**src/rtl/core_pkg.sv**
```systemverilog
// Shared RS sizing and index/mask types for the issue select stage.
`default_nettype none

package core_pkg;
  localparam int NUM_RS_ENTRIES = 8;
  localparam int IDX_W          = $clog2(NUM_RS_ENTRIES);

  typedef logic [IDX_W-1:0]          rs_idx_t;
  typedef logic [NUM_RS_ENTRIES-1:0] rs_mask_t;
endpackage

`default_nettype wire

```
**src/rtl/age_matrix.sv**
```systemverilog
// NxN relative-age state for RS entries; reports the oldest requester as one-hot.
`default_nettype none

module age_matrix
  import core_pkg::*;
#(
  parameter int N     = 8,
  parameter int IDX_W = $clog2(N)
) (
  input  logic             clk,
  input  logic             rst,
  input  logic             flush,
  input  logic             alloc_en,
  input  logic [IDX_W-1:0] alloc_idx,
  input  logic [N-1:0]     valid_mask,
  input  logic [N-1:0]     req_mask,
  output logic [N-1:0]     oldest_oh
);

  // age_q[i][j] == 1 : entry i is older than entry j
  logic [N-1:0] age_q [N];
  logic [N-1:0] age_d [N];

  always_comb begin
    for (int i = 0; i < N; i++) begin
      age_d[i] = age_q[i];
    end
    if (flush) begin
      for (int i = 0; i < N; i++) begin
        age_d[i] = '0;
      end
    end else if (alloc_en) begin
      // New entry is younger than everything currently valid.
      for (int i = 0; i < N; i++) begin
        if (IDX_W'(i) == alloc_idx) begin
          age_d[i] = '0;
        end else begin
          age_d[i][alloc_idx] = valid_mask[i];
        end
      end
    end
  end

  always_comb begin
    for (int i = 0; i < N; i++) begin
      oldest_oh[i] = req_mask[i];
      for (int j = 0; j < N; j++) begin
        if ((j != i) && req_mask[j] && !age_q[i][j]) begin
          oldest_oh[i] = 1'b0;
        end
      end
    end
  end

  always_ff @(posedge clk or negedge rst) begin
    if (!rst) begin
      for (int i = 0; i < N; i++) begin
        age_q[i] <= '0;
      end
    end else begin
      for (int i = 0; i < N; i++) begin
        age_q[i] <= age_d[i];
      end
    end
  end

endmodule

`default_nettype wire

```
**src/rtl/issue_select.sv**
```systemverilog
// Oldest-first RS select with a valid/ready issue register, occupancy and alloc checking.
`default_nettype none

module issue_select
  import core_pkg::*;
#(
  parameter int NUM_RS_ENTRIES = core_pkg::NUM_RS_ENTRIES,
  parameter int IDX_W          = $clog2(NUM_RS_ENTRIES)
) (
  input  logic                      clk,
  input  logic                      rst,
  input  logic                      alloc_valid,
  input  logic [IDX_W-1:0]          alloc_idx,
  input  logic                      flush,
  input  logic [NUM_RS_ENTRIES-1:0] ready_vector,
  output logic [NUM_RS_ENTRIES-1:0] select_lines,
  output logic                      issue_valid,
  output logic [IDX_W-1:0]          issue_idx,
  input  logic                      issue_ready,
  output logic [IDX_W:0]            occupancy,
  output logic                      full,
  output logic                      alloc_err
);

  localparam int N     = NUM_RS_ENTRIES;
  localparam int OCC_W = IDX_W + 1;

  logic [N-1:0]     entry_valid_q, entry_valid_d;
  logic             issue_valid_q, issue_valid_d;
  logic [IDX_W-1:0] issue_idx_q, issue_idx_d;
  logic [OCC_W-1:0] occupancy_q, occupancy_d;
  logic             full_q, full_d;
  logic             alloc_err_q, alloc_err_d;

  logic [N-1:0]     cand;
  logic [N-1:0]     oldest_oh;
  logic [N-1:0]     grant_oh;
  logic [N-1:0]     alloc_oh;
  logic [IDX_W-1:0] winner;
  logic             load;
  logic             grant;
  logic             alloc_ok;
  logic             alloc_bad;

  assign cand      = entry_valid_q & ready_vector;
  assign load      = !issue_valid_q || issue_ready;
  assign grant_oh  = (load && !flush) ? oldest_oh : '0;
  assign grant     = |grant_oh;
  assign alloc_oh  = {{(N-1){1'b0}}, 1'b1} << alloc_idx;
  assign alloc_ok  = alloc_valid && !flush && !entry_valid_q[alloc_idx];
  assign alloc_bad = alloc_valid && !flush &&  entry_valid_q[alloc_idx];

  age_matrix #(
    .N     (N),
    .IDX_W (IDX_W)
  ) u_age_matrix (
    .clk        (clk),
    .rst        (rst),
    .flush      (flush),
    .alloc_en   (alloc_ok),
    .alloc_idx  (alloc_idx),
    .valid_mask (entry_valid_q),
    .req_mask   (cand),
    .oldest_oh  (oldest_oh)
  );

  always_comb begin
    winner = '0;
    for (int i = 0; i < N; i++) begin
      if (grant_oh[i]) begin
        winner = winner | IDX_W'(i);
      end
    end
  end

  always_comb begin
    entry_valid_d = (entry_valid_q & ~grant_oh) | (alloc_ok ? alloc_oh : '0);
    issue_valid_d = issue_valid_q;
    issue_idx_d   = issue_idx_q;
    occupancy_d   = occupancy_q + OCC_W'(alloc_ok) - OCC_W'(grant);
    alloc_err_d   = alloc_err_q | alloc_bad;
    if (flush) begin
      entry_valid_d = '0;
      issue_valid_d = 1'b0;
      occupancy_d   = '0;
    end else if (load) begin
      issue_valid_d = grant;
      if (grant) begin
        issue_idx_d = winner;
      end
    end
    full_d = (occupancy_d == OCC_W'(N));
  end

  always_ff @(posedge clk or negedge rst) begin
    if (!rst) begin
      entry_valid_q <= '0;
      issue_valid_q <= 1'b0;
      issue_idx_q   <= '0;
      occupancy_q   <= '0;
      full_q        <= 1'b0;
      alloc_err_q   <= 1'b0;
    end else begin
      entry_valid_q <= entry_valid_d;
      issue_valid_q <= issue_valid_d;
      issue_idx_q   <= issue_idx_d;
      occupancy_q   <= occupancy_d;
      full_q        <= full_d;
      alloc_err_q   <= alloc_err_d;
    end
  end

  assign select_lines = grant_oh;
  assign issue_valid  = issue_valid_q;
  assign issue_idx    = issue_idx_q;
  assign occupancy    = occupancy_q;
  assign full         = full_q;
  assign alloc_err    = alloc_err_q;

endmodule

`default_nettype wire

```
**config.mk**
```make
export PLATFORM = sky130hd
export DESIGN_NAME = issue_select
export DESIGN_NICKNAME = d
export VERILOG_FILES = /design/src/rtl/core_pkg.sv /design/src/rtl/age_matrix.sv /design/src/rtl/issue_select.sv
export SDC_FILE = /design/constraint.sdc
export NUM_CORES = 1
export LEC_CHECK = 0
export ABC_AREA = 0
export CORE_ASPECT_RATIO = 0.7
export CORE_MARGIN = 2
export CORE_UTILIZATION = 50
export DETAILED_ROUTE_END_ITERATION = 7
export PLACE_DENSITY = 0.7
export SLEW_MARGIN = 40
export SYNTH_ARGS = -nofsm -noshare
export SYNTH_HDL_FRONTEND = slang
export SYNTH_HIERARCHICAL = 1
export SYNTH_SLANG_ARGS = --single-unit
```
**constraint.sdc**
```tcl
create_clock -name clk -period 4.2 [get_ports clk]
set_clock_uncertainty 0.1 [all_clocks]
set_input_delay 0.84 -clock clk [delete_from_list [all_inputs] [get_ports clk]]
set_output_delay 0.84 -clock clk [all_outputs]
set_load 0.005 [all_outputs]
```
==> flow_summary.json, run 1 <==
{
  "area_growth_pct": 21.0,
  "leakage_uw": 0.00217,
  "start_kind": "primary input",
  "top_level_ports": 34,
  "grt_first_pass_wirelength_um": 21100,
  "r2r_setup_slack_ps": 560,
  "fp.coreArea_um2": 8010,
  "instances_no_fill": 601,
  "drt_pass1_iterations": 5,
  "reg2reg_depth": 15,
  "die_h_um": 80.8,
  "grt_pass1_vias": 3669,
  "avgRoutedWirePerCell_um": 22.8,
  "htree_levels": 3,
  "fp.dieW_um": 114,
  "clk_pin_slew_worst_paths_ps": 60,
  "numClockSinks": 74,
  "clk_latency_ps": 350,
  "cts_buffers": 9,
  "critPathMaxFanout": 3,
  "ctsHoldBuffers": 0,
  "synth_edf_count": 0,
  "root_buffer": "clkbuf_16",
  "regToRegEndpoint": "full$_DFF_PN0_",
  "peakVddDrop_mv": 0.224,
  "via_per_inst": 6.61,
  "cts_tree": "done",
  "num_rows": 27,
  "fin_nets": 516,
  "drtIter0Drc": 552,
  "slew_viol_final": 0,
  "synth_nets": 470,
  "async_reset_ff_share_pct": 100,
  "fillers": 675,
  "cp.arrival_ps": 4250,
  "power_uw": 1770,
  "drtAntennaViolNets": 0,
  "syn_area_um2": 4210,
  "syn_avg_cell_area_um2": 9.39,
  "wirelength_um": 13700,
  "fin_crit_ps": 4080,
  "finalSetupViolCount": 0,
  "antenna_found_initial": 0,
  "ys.flop_type": "dfrtp_1",
  "worst_slew_pin_slew_ps": 704,
  "timing.fmax_ghz": 0.245,
  "max-cap-violations": 0,
  "hpwl_um": 9380,
  "ys_seq_elements": 74,
  "layout_common_cells": "dfrtp_1, buf_4, clkdlybuf4s50_1",
  "io_buffers": 33,
  "ys_warn_count": 6,
  "place_inst": 585,
  "vias": 3975,
  "max-slew-margin-rel_pct": 53.0,
  "die_area_um2": 9190,
  "critPathKind": "in2reg",
  "cts-root-to-sink-buffers": 2,
  "start_util_pct": 52.6,
  "finalCritPeriodShare_pct": 97.2,
  "crit_path_end_kind": "flop",
  "yosysSeqAreaShare_pct": 43.9,
  "drive_above_1_share_pct": 16.6,
  "cp.required_ps": 4370,
  "overflow": 0,
  "drcViolationCount": 0,
  "r2r_start": "entry_valid_q[0]$_DFF_PN0_",
  "synth_cell_types": 58,
  "hold_viol": 0,
  "min_path_type": "in2async",
  "num_antenna_cells": 0,
  "grt_use_total_pct": 31.2,
  "syn_inst": 449,
  "final_common_cell": "dfrtp_1",
  "grt_start_max_net_pins": 75,
  "gp_congestion": 1.03,
  "powerDensity_nw_per_um2": 348,
  "status": "finished, final reports clean"
}
per-layer routing:
metal	share of wire [%]	track usage [%]	up-vias
met2	43	44.7	214
met3	10	7.16	31
met1	45	47.0	1975
li1	-	-	1755
met4	2.1	9.51	0
met5	0	0	-
sequential cells by signal, indices dropped and copies added (netlist names):
name,count
u_age_matrix/age_q,56
occupancy,4
entry_valid_q,8
full,1
alloc_err,1
issue_idx,3
issue_valid,1
worst max-delay path: stages:
cell             delay, ps
clkdlybuf4s50_1        460
and2_4                 150
inv_2                   60
o2111ai_2              230
nor3_1                 100
or4_4                  560
nor2_4                 130
nor2_2                  60
ha_1                   280
inv_1                   40
ha_1                   200
fa_1                   410
xnor2_1                170
nor2_1                  70
or3_4                  370
nor3_4                 110
synthesized netlist by cell type (all sizes together) (2+ instances only):
master	number	area [µm²]
a21o	2	15.0
a21oi	28	140
a22o	12	105
a22oi	6	45.0
a311oi	4	35.0
a31oi	11	68.8
a32o	6	60.1
and2	15	93.8
and3	5	31.3
and3b	4	35.0
buf	18	98.8
clkbuf	10	37.5
dfrtp	74	1850
ha	4	50.1
inv	19	71.3
mux2i	7	70.1
nand2	22	82.6
nand2b	21	134
nand3	13	65.1
nand3b	9	67.6
nand4	4	25.0
nand4b	3	26.3
nor2	18	80.1
nor2b	24	150
nor3	11	55.1
nor3b	5	47.5
nor4	2	12.5
o2111ai	8	70.1
o21ai	25	125
o22ai	25	156
o2bb2ai	2	17.5
o31ai	3	22.5
or2	4	25.0
or3b	3	26.3
or4	3	30.0
or4b	2	20.0
xnor2	4	35.0
xor2	3	26.3
logic make-up after synthesis:
| kind of cell | after synthesis | synth area share [%] |
|---|---|---|
| xor+xnor | 7 | 1.45 |
| flops | 74 | 43.9 |
| mux | 8 | 2.02 |
| simple gates | 169 | 24.0 |
| fa+ha+maj | 5 | 1.66 |
| compound gates | 139 | 21.9 |
| buf+inv | 47 | 4.93 |
report_power, final:
group / switching, µW / total (µW) / internal, µW
Clock: 316 / 731 / 415
Sequential: 14.5 / 752 / 737
Combinational: 160 / 291 / 130
Total: 491 / 1770 / 1280
worst max-delay path by stage:
| stage | start | endpoint | cells past startpoint |
|---|---|---|---|
| 4_1_cts | ready_vector[1] | full$_DFF_PN0_ | 16 |
| 5_1_grt | ready_vector[1] | full$_DFF_PN0_ | 16 |
| 2_1_floorplan | ready_vector[1] | full$_DFF_PN0_ | 15 |
| 3_5_place_dp | ready_vector[2] | full$_DFF_PN0_ | 16 |
| 3_3_place_gp | ready_vector[2] | full$_DFF_PN0_ | 16 |
| 6_report | ready_vector[1] | full$_DFF_PN0_ | 16 |
through the flow:
| step | util (%) | hold WS [ps] | setup slack, ps | TNS, ps | instance area, µm² |
|---|---|---|---|---|---|
| 3_3_place_gp | 59.2 | 369 | -292 | -334 | 4740 |
| 3_5_place_dp | 59.3 | 369 | -331 | -407 | 4750 |
| 2_1_floorplan | - | 341 | 424 | 0 | 4210 |
| 4_1_cts | 62.8 | 390 | 10.9 | 0 | 5030 |
| 5_1_grt | 63.7 | 419 | -3.53 | -3.53 | 5100 |
| 6_report | 63.7 | 387 | 116 | 0 | 5100 |
final cells by class:
| class | instances | area, µm² | share of cell area, % |
|---|---|---|---|
| multi-input cells | 328 | 2230 | 43.6 |
| clock buffers | 10 | 239 | 4.69 |
| well taps | 101 | 126 | 2.48 |
| inverters | 19 | 73.8 | 1.45 |
| repair buffers | 63 | 542 | 10.6 |
| flip-flops and latches | 74 | 1850 | 36.3 |
| clock inverters | 6 | 41.3 | 0.810 |
repair_timing:
action / 4_1_cts / 5_1_grt
buffers inserted: 0 / 0
gates resized for setup: 2 / 22
setup endpoints to repair: 1 / 1
hold endpoints to repair: 0 / 0
Note: power is estimated with default switching activity, not from simulation.
==> inputs of run 2 (changes only) <==
--- a/config.mk
+++ b/config.mk
@@ -6,6 +6,7 @@
 export NUM_CORES = 1
 export LEC_CHECK = 0
 export ABC_AREA = 0
+export CAP_MARGIN = 20
 export CORE_ASPECT_RATIO = 0.7
 export CORE_MARGIN = 2
 export CORE_UTILIZATION = 50
==> results of run 2 <==
The final DEF is identical to that of run 1; final timing and power are the same.
==> inputs of run 3 (changes only) <==
--- a/config.mk
+++ b/config.mk
@@ -12,7 +12,6 @@
 export CORE_UTILIZATION = 50
 export DETAILED_ROUTE_END_ITERATION = 7
 export PLACE_DENSITY = 0.7
-export SLEW_MARGIN = 40
 export SYNTH_ARGS = -nofsm -noshare
 export SYNTH_HDL_FRONTEND = slang
 export SYNTH_HIERARCHICAL = 1
==> run 3 against run 2 <==
Cell area is essentially flat. Clock-buffer cell count is the same. Non-clock buffer count is the same. Largest cell class unchanged. Largest power group unchanged. Critical path type unchanged.
==> flow_summary.json, run 3 (synthesis gave the netlist of run 1 again) <==
{
  "grtUsageMet3_pct": 7.16,
  "r2r_start": "entry_valid_q[0]$_DFF_PN0_",
  "final_common_cell": "dfrtp_1",
  "numClockSinks": 74,
  "area_growth_pct": 20.9,
  "fp.coreArea_um2": 8010,
  "finalSetupViolCount": 0,
  "drtAntennaViolNets": 0,
  "drtIter0Drc": 552,
  "met2_usage_pct": 44.7,
  "antenna_found_initial": 0,
  "place_inst": 585,
  "cp.required_ps": 4360,
  "whs_ps": 387,
  "drive_above_1_share_pct": 16.6,
  "powerDensity_nw_per_um2": 348,
  "cp.arrival_ps": 4260,
  "largest_reg_flops": 56,
  "hold_path_startpoint": "alloc_err$_DFF_PN0_",
  "hpwl_um": 9380,
  "use_met1_pct": 47.0,
  "num_antenna_cells": 0,
  "grt_use_total_pct": 31.2,
  "io_buffers": 33,
  "slew_viol_final": 0,
  "grt_first_pass_wirelength_um": 21100,
  "busiest_layer": "met1",
  "grt_start_max_net_pins": 75,
  "num_rows": 27,
  "crit_path_end_kind": "flop",
  "fp.dieW_um": 114,
  "clk_latency_ps": 350,
  "cts-root-to-sink-buffers": 2,
  "timing.fmax_ghz": 0.244,
  "max-slew-margin-rel_pct": 35.8,
  "start_kind": "primary input",
  "via_per_inst": 6.60,
  "min_path_type": "reg2reg",
  "critPathMaxFanout": 3,
  "finalCritPeriodShare_pct": 97.5,
  "start_util_pct": 52.6,
  "drt_pass1_iterations": 5,
  "htree_levels": 3,
  "max-cap-violations": 0,
  "fin_crit_ps": 4100,
  "hold_viol": 0,
  "power_uw": 1770,
  "root_buffer": "clkbuf_16",
  "largest_register": "u_age_matrix/age_q",
  "reg2reg_depth": 15,
  "top_level_ports": 34,
  "fillers": 676,
  "vias": 3968,
  "grt_pass1_vias": 3669,
  "gp_congestion": 1.03,
  "status": "finished, final reports clean",
  "wirelength_um": 13700,
  "layout_common_cells": "dfrtp_1, buf_4, clkdlybuf4s50_1",
  "die_h_um": 80.8,
  "avgRoutedWirePerCell_um": 22.8,
  "startpoint": "ready_vector[1]",
  "clk_pin_slew_worst_paths_ps": 60,
  "critPathKind": "in2reg",
  "instances_no_fill": 601,
  "worst_slew_pin_slew_ps": 963,
  "hold-path-cell-count": 1,
  "drcViolationCount": 0,
  "overflow": 0,
  "fin_nets": 516,
  "peakVddDrop_mv": 0.223,
  "cts_tree": "done",
  "cts_buffers": 9,
  "postCtsSetupRepairBufs": 0,
  "die_area_um2": 9190,
  "leakage_uw": 0.00217,
  "setup_tns_ps": 0
}
## run 3: cell count changes in the layout (fill, tap and decap cells not counted)
cell / before / now
buf_4: 30 / 31
buf_6: 1 / 0
## run 3: area by class of cell
cell class	instances	area, µm²	area share [%]
clock inverter	6	41.3	0.810
multi-input combinational	328	2230	43.7
inverter	19	73.8	1.45
clock buffer	10	239	4.69
timing repair buffer	63	538	10.6
sequential	74	1850	36.3
tap	101	126	2.48
## run 3: metal layers
layer  wire length, µm  vias up
met3              1470       23
met2              5960      246
met5                 0        -
li1                  -     1750
met4               200        0
met1              6080     1949
## run 3: worst max-delay path: stages
cell and delay, ps:
clkdlybuf4s50_1 460, and2_4 150, inv_2 70, o2111ai_2 230
nor3_1 100, or4_4 560, nor2_4 130, nor2_2 60
ha_1 280, inv_1 40, ha_1 200, fa_1 410
xnor2_1 170, nor2_1 70, or3_4 370, nor3_4 110
## run 3: where the power goes
part           internal, µW  total, µW  switching, µW
registers               737        752           14.5
logic                   130        290            160
clock network           415        729            314
## run 3: through the flow
| step | util, % | setup slack, ps | instance area [µm²] |
|---|---|---|---|
| floorplan | - | 424 | 4210 |
| global placement | 59.2 | -292 | 4740 |
| detailed placement | 59.2 | -331 | 4740 |
| CTS | 62.8 | 10.9 | 5020 |
| global route | 63.7 | -3.53 | 5100 |
| finish | 63.7 | 104 | 5100 |
## run 3: final timing paths
| path | to | slack, ps |
|---|---|---|
| hold reg to reg | alloc_err$_DFF_PN0_ | 390 |
| setup reg to reg | full$_DFF_PN0_ | 560 |
| hold / removal | alloc_err$_DFF_PN0_ | 390 |
| setup / recovery | full$_DFF_PN0_ | 100 |
| max in group asynchronous | occupancy[2]$_DFF_PN0_ | 2830 |
| min in group asynchronous | issue_idx[1]$_DFFE_PN0P_ | 530 |
## run 3: what timing repair did
item,in CTS,in global routing
hold buffers,0,0
setup endpoints to repair,1,1
hold endpoints to repair,0,0
resized for setup,2,22
